--- config.mk ---
export PLATFORM = sky130hd
export DESIGN_NAME = game_state_ctrl
export DESIGN_NICKNAME = d
export VERILOG_FILES = /design/src/rtl/game_state_ctrl.sv
export SDC_FILE = /design/constraint.sdc
export NUM_CORES = 1
export LEC_CHECK = 0
export ABC_AREA = 1
export CORE_MARGIN = 1.5
export CORE_UTILIZATION = 42
export DETAILED_ROUTE_END_ITERATION = 7
export PLACE_DENSITY = 0.64
export RECOVER_POWER = 25
export SYNTH_ARGS = -nofsm -noshare
export SYNTH_HDL_FRONTEND = slang
export SYNTH_SLANG_ARGS = --single-unit
export TNS_END_PERCENT = 1
--- constraint.sdc ---
create_clock -name clk -period 1.95 [get_ports clk]
set_input_delay 0.2925 -clock clk [delete_from_list [all_inputs] [get_ports clk]]
set_output_delay 0.2925 -clock clk [all_outputs]
set_load 0.005 [all_outputs]
--- src/rtl/game_state_ctrl.sv ---
// ---------------------------------------------------------------------------
// game_state_ctrl
//
// Frame-synchronous game-state sequencer. Button and gameplay events are
// collected at any time, but game_state only changes in the cycle after a
// vblnk rising edge, so the overlay drawers never see a state change
// mid-frame.
//
// Ports
//   clk          in   pixel clock
//   rst          in   asynchronous, active-high reset
//   vblnk        in   vertical blank from the VGA timing chain
//   start_btn    in   raw start button (asynchronous, active-high)
//   pause_btn    in   raw pause button (asynchronous, active-high)
//   player_dead  in   level from game logic, sampled on frame_tick
//   wave_clear   in   level from game logic, sampled on frame_tick
//   game_state   out  000 MENU, 001 PLAY, 010 PAUSE, 011 WIN, 100 OVER
//   frame_tick   out  one-cycle pulse after each vblnk rising edge
//   game_rst     out  one-cycle pulse when PLAY is entered from MENU/WIN/OVER
// ---------------------------------------------------------------------------
module game_state_ctrl #(
   parameter int OVER_FRAMES    = 300,
   parameter int LOCKOUT_FRAMES = 30
) (
   input  logic       clk,
   input  logic       rst,
   input  logic       vblnk,
   input  logic       start_btn,
   input  logic       pause_btn,
   input  logic       player_dead,
   input  logic       wave_clear,
   output logic [2:0] game_state,
   output logic       frame_tick,
   output logic       game_rst
);

   localparam int CNT_W = $clog2(OVER_FRAMES + 1);
   localparam logic [CNT_W-1:0] LOCK_CNT = CNT_W'(LOCKOUT_FRAMES);
   localparam logic [CNT_W-1:0] LAST_CNT = CNT_W'(OVER_FRAMES - 1);
   localparam logic [CNT_W-1:0] MAX_CNT  = CNT_W'(OVER_FRAMES);

   typedef enum logic [2:0] {
      ST_MENU  = 3'b000,
      ST_PLAY  = 3'b001,
      ST_PAUSE = 3'b010,
      ST_WIN   = 3'b011,
      ST_OVER  = 3'b100
   } state_e;

   // Button synchronisers, edge-detect history and registered pulses
   logic start_s1_q, start_s1_d, start_s2_q, start_s2_d;
   logic start_e_q,  start_e_d,  start_p_q,  start_p_d;
   logic pause_s1_q, pause_s1_d, pause_s2_q, pause_s2_d;
   logic pause_e_q,  pause_e_d,  pause_p_q,  pause_p_d;

   // Frame tick generation
   logic vblnk_dly_q, vblnk_dly_d;
   logic armed_q, armed_d;
   logic frame_tick_q, frame_tick_d;

   // Pending events and state
   logic             start_pend_q, start_pend_d;
   logic             pause_pend_q, pause_pend_d;
   // Plain vector rather than state_e: it must be able to hold the illegal
   // encodings 101..111 so that they can be recovered from.
   logic [2:0]       game_state_q, game_state_d;
   logic             game_rst_q, game_rst_d;
   logic [CNT_W-1:0] frame_cnt_q, frame_cnt_d;

   // NOTE: every signal gets a default at the top of the block, so no path
   // leaves a value unassigned and no latch is inferred.
   always_comb begin
      start_s1_d   = start_btn;
      start_s2_d   = start_s1_q;
      start_e_d    = start_s2_q;
      start_p_d    = start_s2_q & ~start_e_q;
      pause_s1_d   = pause_btn;
      pause_s2_d   = pause_s1_q;
      pause_e_d    = pause_s2_q;
      pause_p_d    = pause_s2_q & ~pause_e_q;

      vblnk_dly_d  = vblnk;
      // A tick needs vblnk to have been seen low since reset, so vblnk held
      // high across reset release does not produce a spurious tick.
      armed_d      = armed_q | ~vblnk;
      frame_tick_d = vblnk & ~vblnk_dly_q & armed_q;

      // On a tick the old flag is consumed; a pulse landing in that very
      // cycle is kept for the next frame.
      start_pend_d = frame_tick_q ? start_p_q : (start_pend_q | start_p_q);
      pause_pend_d = frame_tick_q ? pause_p_q : (pause_pend_q | pause_p_q);

      game_state_d = game_state_q;
      game_rst_d   = 1'b0;
      frame_cnt_d  = frame_cnt_q;

      if (frame_tick_q) begin
         case (game_state_q)
            ST_MENU: begin
               if (start_pend_q) begin
                  game_state_d = ST_PLAY;
                  game_rst_d   = 1'b1;
               end
            end
            ST_PLAY: begin
               if (player_dead) begin
                  game_state_d = ST_OVER;
                  frame_cnt_d  = '0;
               end else if (wave_clear) begin
                  game_state_d = ST_WIN;
                  frame_cnt_d  = '0;
               end else if (pause_pend_q) begin
                  game_state_d = ST_PAUSE;
               end
            end
            ST_PAUSE: begin
               if (pause_pend_q || start_pend_q) begin
                  game_state_d = ST_PLAY;
               end
            end
            ST_WIN, ST_OVER: begin
               // Restart takes precedence over the timeout on the same tick.
               if ((frame_cnt_q >= LOCK_CNT) && start_pend_q) begin
                  game_state_d = ST_PLAY;
                  game_rst_d   = 1'b1;
               end else if (frame_cnt_q == LAST_CNT) begin
                  game_state_d = ST_MENU;
               end
               frame_cnt_d = (frame_cnt_q == MAX_CNT) ? frame_cnt_q
                                                      : frame_cnt_q + 1'b1;
            end
            default: game_state_d = ST_MENU;
         endcase
      end
   end

   // NOTE: state is updated with non-blocking assignments only, so every
   // flop samples the pre-edge value of the others regardless of order.
   always_ff @(posedge clk or posedge rst) begin
      if (rst) begin
         start_s1_q   <= 1'b0;
         start_s2_q   <= 1'b0;
         start_e_q    <= 1'b0;
         start_p_q    <= 1'b0;
         pause_s1_q   <= 1'b0;
         pause_s2_q   <= 1'b0;
         pause_e_q    <= 1'b0;
         pause_p_q    <= 1'b0;
         vblnk_dly_q  <= 1'b0;
         armed_q      <= 1'b0;
         frame_tick_q <= 1'b0;
         start_pend_q <= 1'b0;
         pause_pend_q <= 1'b0;
         game_state_q <= ST_MENU;
         game_rst_q   <= 1'b0;
         frame_cnt_q  <= '0;
      end else begin
         start_s1_q   <= start_s1_d;
         start_s2_q   <= start_s2_d;
         start_e_q    <= start_e_d;
         start_p_q    <= start_p_d;
         pause_s1_q   <= pause_s1_d;
         pause_s2_q   <= pause_s2_d;
         pause_e_q    <= pause_e_d;
         pause_p_q    <= pause_p_d;
         vblnk_dly_q  <= vblnk_dly_d;
         armed_q      <= armed_d;
         frame_tick_q <= frame_tick_d;
         start_pend_q <= start_pend_d;
         pause_pend_q <= pause_pend_d;
         game_state_q <= game_state_d;
         game_rst_q   <= game_rst_d;
         frame_cnt_q  <= frame_cnt_d;
      end
   end

   assign game_state = game_state_q;
   assign frame_tick = frame_tick_q;
   assign game_rst   = game_rst_q;

endmodule
==> run_results.csv <==
group,metric,value,unit
run,cap_violations,0,
routing,wl_per_cell,11.1,um
layout,drive_gt1_share,6.15,%
timing,fmax,612,MHz
synthesis,syn_avg_cell_area,7.93,sq um
clock_network,cts-hold-fix-buffers,0,
layout,instances_no_fill,210,
hold_path,hp-class,"reg -> reg",
synthesis,ys_seq_area_share,50.3,%
power,power.total,1.35,mW
layout,regArea,651,sq um
routing,antenna_left,0,
clock_network,clk_latency,0.33,ns
placed_design,io_buffer_count,11,
clock_network,path_clk_slew,0.15,ns
routing,vias,1033,
placed_design,dp.cells,206,
placed_design,dp_hpwl,1770,um
clock_network,cts_root_buffer,"clkbuf_4",
global_routing,grt.overflow.total,0,
power,p_leak,0.714,nW
global_routing,grt_pass1_wl,4110,um
layout,areaGrowthSynthToFinish,16.6,%
critical_path,crit_required,1.66,ns
timing,hold_violations,0,
synthesis,syn_nets,173,
timing,slew_violations,0,
routing,routed_wirelength,2330,um
synthesis,netlist-cell-type-count,19,
placed_design,dp_worst_setup_slack,0.236,ns
critical_path,path_class,"reg -> out",
timing,worst_pin_slew,1.39,ns
synthesis,synthCells,163,
floorplanning,die_area,3420,sq um
clock_network,cts_buffer_depth,2,
layout,mostFrequentLayoutCells,"48 x nand2_1, 26 x dfrtp_1, 24 x nor2_1, 23 x inv_1, 12 x nand3_1",
global_routing,antenna_found_initial,0,
routing,drc,0,
timing,timing.final.crit_share,83.7,%
critical_path,cpLargestDelayFamily,"buffers and inverters",
layout,fillCellCount,262,
floorplanning,pin_count,12,
routing,dr.pass1.iters,4,
timing,setup_viol_count_final,0,
critical_path,crit_buf_inv,1,
layout,final_cell_area,1510,sq um
floorplanning,rows,19,
critical_path,critPathCaptureType,"output port",
power,power_density,899,nW/um^2
floorplanning,die_h,58.5,um
timing,slew-limit-headroom,7.55,%
critical_path,crit_slowest_cell,"clkdlybuf4s50_1",
timing,rsz0062_at_grt,"false",
timing,skew,0.00197,ns
global_routing,grt_pass1_vias,948,
layout,largest_reg_flops,9,
status,outcome,"completed",
clock_network,htree_num_levels,1,
placed_design,gp_congestion,0.867,
timing,tns,0,ns
critical_path,worst_setup_path_start_kind,"flip-flop",
power,peakVddDrop,606,uV
layout,diodes,0,
global_routing,grt_usage,15.9,%
placed_design,placed_area,1460,sq um
critical_path,cp_cell_sequence,"clkdlybuf4s50_1",
layout,multi_input_area,541,sq um
clock_network,cts_sinks,26,
clock_network,cts_buffers,3,
timing,setup_slack,0.317,ns
floorplanning,fp.dieW,58.5,um
critical_path,critPathMaxStageDelay,0.54,ns
layout,layout_commonest_cell,"nand2_1",
timing,min_period,1.63,ns
floorplanning,core_region_area,2830,sq um
synthesis,syn-cell-area,1290,sq um
layout,fin_nets,190,
clock_network,cts_tree,"built",
global_routing,grt_max_degree,27,
routing,first_iter_violations,51,
synthesis,ys_ff_latch,26,
synthesis,yosys_warnings,0,
routing,via_per_inst,4.92,
clock_network,cts-resized-gates,0,
critical_path,crit_arrival,1.34,ns
critical_path,cp_max_fo,7,
floorplanning,start_util,45.7,%
layout,largest_register,"frame_cnt_q",
clock_network,post_cts_buffers,0,
stage by stage:
step | utilization, % | hold slack, ns
6_report | 53.3 | 0.375
3_3_place_gp | 51.5 | 0.341
2_1_floorplan | - | 0.324
4_1_cts | 53.4 | 0.301
3_5_place_dp | 51.5 | 0.341
5_1_grt | 53.3 | 0.385
power breakdown:
| group | total (mW) | internal [mW] | switching [mW] |
|---|---|---|---|
| sequential | 0.646 | 0.588 | 0.0579 |
| combinational | 0.331 | 0.139 | 0.192 |
| clock | 0.378 | 0.208 | 0.170 |
| total | 1.35 | 0.935 | 0.420 |
synthesized netlist by cell type:
| library cell | count | area (sq um) |
|---|---|---|
| xnor2_1 | 1 | 8.76 |
| inv_2 | 1 | 3.75 |
| o21ai_0 | 4 | 20.0 |
| nand3_1 | 12 | 60.1 |
| nand2_1 | 48 | 180 |
| a21oi_1 | 3 | 15.0 |
| o21ai_2 | 3 | 26.3 |
| nand4_1 | 2 | 12.5 |
| dfrtp_1 | 26 | 651 |
| nand2_2 | 2 | 12.5 |
| or2_1 | 1 | 6.26 |
| xor2_1 | 5 | 43.8 |
| o21bai_1 | 2 | 15.0 |
| buf_6 | 1 | 11.3 |
| o21ai_1 | 1 | 5.00 |
| inv_1 | 23 | 86.3 |
| nor2_1 | 24 | 90.1 |
| ha_1 | 3 | 37.5 |
| nand3b_1 | 1 | 7.51 |
area by class of cell:
cell class              count  share of cell area [%]
flip-flops and latches     26                    43.2
well taps                  31                    2.57
clock inverters             1                    1.99
inverters                  24                    5.98
multi-input cells         112                    35.9
clock buffers               3                    1.50
repair buffers             13                    8.89
kinds of logic (layout without fill, tap and decap cells):
kind of cell / Yosys count / after routing / synth area share [%]
buffers and inverters: 25 / 41 / 7.84
DFF: 26 / 26 / 50.3
AOI/OAI and AO/OA: 13 / 13 / 6.29
and+or+nand+nor: 90 / 90 / 28.6
xor gates and xnor gates: 6 / 6 / 4.07
adders and majority gates: 3 / 3 / 2.90
worst paths after layout:
path                                                 start                          to  slack (ns)  depth (start not counted)
max in group asynchronous                              rst      pause_pend_q$_DFF_PP0_        0.44                          3
worst min register to register        pause_s1_q$_DFF_PP0_         pause_e_d$_DFF_PP0_        0.38                          0
worst max register to register  frame_cnt_q[1]$_DFFE_PP0P_  frame_cnt_q[6]$_DFFE_PP0P_        0.41                          7
worst max-delay path             game_state[0]$_DFFE_PP0P_               game_state[0]        0.32                          1
worst min-delay path                  pause_s1_q$_DFF_PP0_         pause_e_d$_DFF_PP0_        0.38                          0
min in group asynchronous                              rst  frame_cnt_q[2]$_DFFE_PP0P_        0.70                          3
per-layer routing:
layer	vias up	share of wire [%]	global-route usage, %
li1	529	-	-
met1	481	48	20.5
met2	18	47	26.2
met3	5	3.5	2.64
met4	0	1.6	6.98
met5	-	0	0
Power figures use the tool's default switching activity.
